`src/rtl/uart_rx.sv`:
```
// uart_rx: 8N1 asynchronous serial receiver with mid-bit sampling, glitch reject and framing-error pulse.
module uart_rx #(
  parameter int CLK_FREQ  = 100_000_000,
  parameter int BAUD_RATE = 115200,
  parameter int DW        = 8
) (
  input  logic          clk_i,
  input  logic          rst_i,
  input  logic          rx,
  output logic [DW-1:0] rx_data,
  output logic          rx_valid,
  output logic          rx_busy,
  output logic          rx_frame_err
);
  localparam int BAUD_PERIOD = CLK_FREQ / BAUD_RATE;
  localparam int HALF        = BAUD_PERIOD / 2;
  localparam int CW          = $clog2(BAUD_PERIOD);
  localparam int IW          = DW > 1 ? $clog2(DW) : 1;
  typedef enum logic [1:0] {IDLE, START, DATA, STOP} state_t;
  state_t        state_q, state_d;
  logic [CW-1:0] cnt_q, cnt_d;
  logic [IW-1:0] idx_q, idx_d;
  logic [DW-1:0] sh_q, sh_d, data_q, data_d;
  logic          valid_q, valid_d, ferr_q, ferr_d;
  logic          sync_q, rx_s, rx_q;
  logic          fall;
  assign fall         = rx_q & ~rx_s;
  assign rx_data      = data_q;
  assign rx_valid     = valid_q;
  assign rx_frame_err = ferr_q;
  assign rx_busy      = state_q != IDLE;
  always_ff @(posedge clk_i or posedge rst_i) begin
    if (rst_i) begin
      sync_q  <= 1'b1;
      rx_s    <= 1'b1;
      rx_q    <= 1'b1;
      state_q <= IDLE;
      cnt_q   <= '0;
      idx_q   <= '0;
      sh_q    <= '0;
      data_q  <= '0;
      valid_q <= 1'b0;
      ferr_q  <= 1'b0;
    end else begin
      sync_q  <= rx;
      rx_s    <= sync_q;
      rx_q    <= rx_s;
      state_q <= state_d;
      cnt_q   <= cnt_d;
      idx_q   <= idx_d;
      sh_q    <= sh_d;
      data_q  <= data_d;
      valid_q <= valid_d;
      ferr_q  <= ferr_d;
    end
  end
  // Counter restarts from zero on every state entry so each state measures from its own reference point.
  always_comb begin
    state_d = state_q;
    cnt_d   = cnt_q + 1'b1;
    idx_d   = idx_q;
    sh_d    = sh_q;
    data_d  = data_q;
    valid_d = 1'b0;
    ferr_d  = 1'b0;
    case (state_q)
      IDLE: begin
        cnt_d   = '0;
        state_d = fall ? START : IDLE;
      end
      START: if (cnt_q == CW'(HALF - 1)) begin
        cnt_d   = '0;
        idx_d   = '0;
        state_d = rx_s ? IDLE : DATA;
      end
      DATA: if (cnt_q == CW'(BAUD_PERIOD - 1)) begin
        cnt_d   = '0;
        sh_d    = {rx_s, sh_q[DW-1:1]};
        idx_d   = idx_q + 1'b1;
        state_d = idx_q == IW'(DW - 1) ? STOP : DATA;
      end
      STOP: if (cnt_q == CW'(BAUD_PERIOD - 1)) begin
        cnt_d   = '0;
        state_d = IDLE;
        valid_d = rx_s;
        ferr_d  = ~rx_s;
        data_d  = rx_s ? sh_q : data_q;
      end
      default: state_d = IDLE;
    endcase
  end
endmodule
```
`config.mk`:
```
export PLATFORM = sky130hd
export DESIGN_NAME = uart_rx
export DESIGN_NICKNAME = d
export VERILOG_FILES = /design/src/rtl/uart_rx.sv
export SDC_FILE = /design/constraint.sdc
export NUM_CORES = 1
export LEC_CHECK = 0
export CORE_MARGIN = 1.5
export CORE_UTILIZATION = 56
export CTS_CLUSTER_SIZE = 12
export DETAILED_ROUTE_END_ITERATION = 6
export PLACE_DENSITY = 0.76
export SYNTH_ARGS = -nofsm -noshare
export SYNTH_HDL_FRONTEND = slang
export SYNTH_SLANG_ARGS = --single-unit
```
`constraint.sdc`:
```
create_clock -name clk_i -period 2.3 [get_ports clk_i]
set_input_delay 0.23 -clock clk_i [delete_from_list [all_inputs] [get_ports clk_i]]
set_output_delay 0.23 -clock clk_i [all_outputs]
set_load 0.01 [all_outputs]
```
=== Yosys cells after proc, flatten, opt, wreduce, memory -nomap -nowiden ===
Index checks and enable logic that the tools add are counted.

* Register bits: 36
* Bits in latches: 0
* Bits in writable memories: 0
* Memory bits (read-only): 0
* Input port bits: 3
* Output and inout bits: 11
* Word-level logic and storage cells: 48
* Memories kept: 0

* Add/sub/neg operators: 2
* Multiply operators: 0
* Div/mod/pow operators: 0
* Magnitude comparators: 0
* Eq/ne operators: 9
* Shifts and indexed selects: 0
* Multiplexer cells: 17
* Bitwise operators: 2
* Reductions and logical operators: 8

{| class="wikitable"
|+ Operators by type and width
! kind !! count
|-
| $pmux 10 s3 || 1
|-
| $mux 10 || 2
|-
| $add 10x1->10 const B || 1
|-
| $eq 10x10->1 const B || 1
|-
| $eq 10x9->1 const B || 1
|-
| $reduce_and 3->1 || 3
|-
| $mux 2 || 4
|-
| $pmux 2 s4 || 1
|-
| $mux 1 || 6
|-
| $mux 3 || 2
|-
| $ne 2x2->1 const B || 3
|-
| $pmux 3 s2 || 1
|-
| $eq 2x2->1 const B || 2
|-
| $reduce_bool 2->1 || 2
|-
| $add 3x1->3 const B || 1
|-
| $eq 3x3->1 const B || 1
|-
| $eq 2x1->1 const B || 1
|-
| $logic_not 2->1 || 1
|-
| $reduce_and 2->1 || 1
|-
| $reduce_or 2->1 || 1
|-
| $and 1x1->1 || 1
|-
| $not 1->1 || 1
|}

=== Logic depth before layout (Yosys ltp) ===
* Word-level depth: 4
* Gate-level depth with buffers: 7
* Mapped depth without buffers: 6

=== Worst setup path after synthesis ===
OpenSTA, ideal clock, no wires.

* Kind: flip-flop to flip-flop
* Start: register cnt_q[0]
* End: register data_q[0] (netlist: rx_data[0])
* Setup time: 0.125 ns
* Arrival: 1.713 ns
* Required time: 2.175 ns
* Path slack: 0.462 ns
* Cell stages (with the launch flop): 7
* Path buffers: 1
* Period minus slack after synthesis: 1.838 ns
* Cell sequence: dfrtp_1 -> ha_1 -> nand4b_2 -> nor3_4 -> and4_4 -> buf_12 -> mux2_4

* Longest elaborated chain between the ends: 2

{| class="wikitable"
|+ RTL lines
! what !! RTL line !! RTL
|-
| start: declaration || 21 || <nowiki>logic [CW-1:0] cnt_q, cnt_d;</nowiki>
|-
| start signal: assignment || 49 || <nowiki>cnt_q <= cnt_d;</nowiki>
|-
| $eq 10x10->1 || 82 || <nowiki>STOP: if (cnt_q == CW'(BAUD_PERIOD - 1)) begin</nowiki>
|-
| $reduce_and 3->1 (no source line) || n/a ||
|-
| end signal: assignment || 52 || <nowiki>data_q <= data_d;</nowiki>
|-
| end: declaration || 23 || <nowiki>logic [DW-1:0] sh_q, sh_d, data_q, data_d;</nowiki>
|}

No other way between the ends.
A chain may end at the register's enable or synchronous reset.

=== Worst setup path after layout ===
* Start: register cnt_q[0]
* End: register data_q[6] (netlist: rx_data[6])

The elaborated chain is that of the path after synthesis.

==> results.toml <==
[synthesis]
ys_types = 37
synth_top_flop_cell = "dfrtp_1"
synthTopCellsByCount = "dfrtp_1, nor2_1, mux2_2, mux2_4, nand2_1"
yosys_warnings = 0
synth_area_leader_cell = "dfrtp_1"
synth_area_leaders = "dfrtp_1, mux2_4, mux2_2"
post_synth_instance_area_mm2 = 0.00163
yosysMostFrequentCell = "dfrtp_1"
synth_top_cell_area_share = 0.506
synth_nets = 131
avgSynthCellArea_um2 = 13.2
synth_edf_count = 0
synthCells = 124
synthArstFlopShare = 1.00
seq_area_frac_synth = 0.554
ys_ff_latch = 36

[floorplan]
die_w_um = 57.0
row_count = 19
start_util = 0.592
die_h_um = 57.0
coreArea_mm2 = 0.00276
die_area_mm2 = 0.00325
io_pins = 14

[drt]
wl_per_cell_um = 14.4
first_pass_iters = 4
totalWireLength_um = 2520
vias = 988
drc_errors = 0
drt-initial-drc-count = 38
postRouteAntennaNets = 0
vias_per_cell = 5.65

[pwr]
pwr_density_cell_mw_per_mm2 = 734
totalPowerFinal_mw = 1.37
p_switching_mw = 0.375
power_frac_seq = 0.540
swShare = 0.274
irDropWorstVdd_mv = 0.820
pwr-share-clk = 0.323
p_comb_frac = 0.138
cellLeakagePower_nw = 0.885
p_int_mw = 0.993

[grt]
grt_overflow = 0
met3_usage = 0.0703
grt_pass1_vias = 1014
grt_max_degree = 37
antenna_found_initial = 0
grt_pass1_wl_um = 4500
grt_usage = 0.184
use_met1 = 0.228
top_usage_layer = "met2"
use_met2 = 0.291

[finish]
layout.nets = 150
register_area_um2 = 905
stdcell_area_mm2 = 0.00186
fillers = 193
drive_above_1_share = 0.243
multiInputGateArea_um2 = 677
finish.utilization = 0.676
stdcell_count = 175
diodes = 0
syn_to_final_growth_pct = 14.2

[setup_path]
reg2reg_slack_ns = 0.32
arrival_ns = 2.21
reg2reg_to = "rx_data[6]$_DFFE_PP0P_"
worstSetupPathType = "flip-flop to flip-flop"
rr_startpoint = "cnt_q[0]$_DFF_PP0_"
end_kind = "flip-flop"
reg2reg_depth = 5
path_max_fanout = 9
critPathLaunchType = "flip-flop"
crit_required_ns = 2.54

[clock_network]
numCtsBuffers = 5
cts_max_path_buffers = 2
clkTransAtPathRegs_ns = 0.11
cts-root-buf = "clkbuf_4"
cts_hold_buffers = 0
cts_resized = 0
post_cts_buffers = 0
clk_latency_ns = 0.34
cts_tree = "done"
h-tree-depth = 2
cts.sinks = 36

[sta]
final_max_slew_viol_count = 0
finClkSkew_ns = 0.00881
hold_viol_final = 0
setup_ws_ns = 0.323
worst_slew_pin_slew_ns = 0.432
finalCriticalPeriod_ns = 1.98
setup_viol = 0
relSlewSlack = 0.712
fmax_ghz = 0.506
finalCritPeriodShare = 0.860
rsz0062_at_grt = "no"
fin_hold_ws_ns = 0.267
finalSetupTns_ns = 0

[place]
gp_congestion = 0.837
dp.final_hpwl_um = 1830
numPortBuffers = 13
dp_slack_ns = 0.345
place_area_mm2 = 0.00178
dpl.cell_count = 167

[flow_run]
max_cap_violations = 0

[worst_hold_path]
hold_class = "input pin to asynchronous set/reset pin"

[status]
status = "finished, final reports clean"
## per-layer routing
metal / vias to the layer above / wire [um]
li1: 470 / -
met1: 483 / 1110
met2: 27 / 1230
met3: 8 / 118
met4: 0 / 66
met5: - / 0
## kinds of logic (layout without fill, tap and decap cells)
kind of cell	after synthesis	after routing	synth area share
compound gates	11	11	0.0475
xor+xnor	8	8	0.0429
fa+ha+maj	4	4	0.0307
buf+inv	8	28	0.0314
flops	36	36	0.554
mux	18	18	0.141
simple gates	39	39	0.152
## worst max path at each step
stage	end	startpoint	slack (ns)
after floorplan	rx_data[0]$_DFFE_PP0P_	cnt_q[0]$_DFF_PP0_	0.46
after global placement	rx_data[1]$_DFFE_PP0P_	cnt_q[0]$_DFF_PP0_	0.40
after detailed placement	rx_data[5]$_DFFE_PP0P_	cnt_q[0]$_DFF_PP0_	0.35
after CTS	rx_data[6]$_DFFE_PP0P_	cnt_q[0]$_DFF_PP0_	0.32
after global routing	rx_data[5]$_DFFE_PP0P_	cnt_q[0]$_DFF_PP0_	0.17
final	rx_data[6]$_DFFE_PP0P_	cnt_q[0]$_DFF_PP0_	0.32
## critical path: stages, from the launching register on
cell	delay [ns]
dfrtp_1	0.43
ha_1	0.24
nand4b_2	0.18
nor3_4	0.33
and4_4	0.39
mux2_4	0.31
## power by group through the flow
stage | Combinational [mW] | Clock (mW) | Sequential (mW)
2_1_floorplan | 0.159 | 0 | 0.738
3_3_place_gp | 0.190 | 0 | 0.746
3_5_place_dp | 0.190 | 0 | 0.750
4_1_cts | 0.192 | 0.453 | 0.738
5_1_grt | 0.216 | 0.475 | 0.747
6_report | 0.188 | 0.441 | 0.738
## flip-flops by register name, summed over array words and instances (netlist names), 3 cells and up, named ones only
register  flops
cnt_q        10
rx_data       8
sh_q          8
idx_q         3
## placed cells by master (no fill, tap or decap), types with 2 or more instances in the layout
cell type | netlist | final
ha_1 | 4 | 4
dfrtp_1 | 33 | 33
dfstp_2 | 3 | 3
nand2_1 | 6 | 6
clkdlybuf4s50_1 | 0 | 13
xnor2_1 | 5 | 5
and3_1 | 3 | 3
mux2_2 | 8 | 8
a31oi_1 | 2 | 2
inv_1 | 5 | 5
mux2_4 | 8 | 8
a21oi_1 | 3 | 3
mux2i_1 | 2 | 2
nand4_1 | 2 | 2
clkbuf_4 | 0 | 5
nor2_1 | 12 | 12
o2bb2ai_1 | 2 | 2
buf_4 | 1 | 2
nand3_1 | 3 | 3
xor2_1 | 3 | 3
## area by class of cell
class / count / area share
clock buffer: 5 / 0.0201
clock inverter: 3 / 0.0228
timing repair buffer: 15 / 0.0779
inverter: 5 / 0.0101
sequential: 36 / 0.485
tap: 31 / 0.0208
multi-input combinational: 80 / 0.363
No activity file was read; power rests on OpenSTA's default activity.
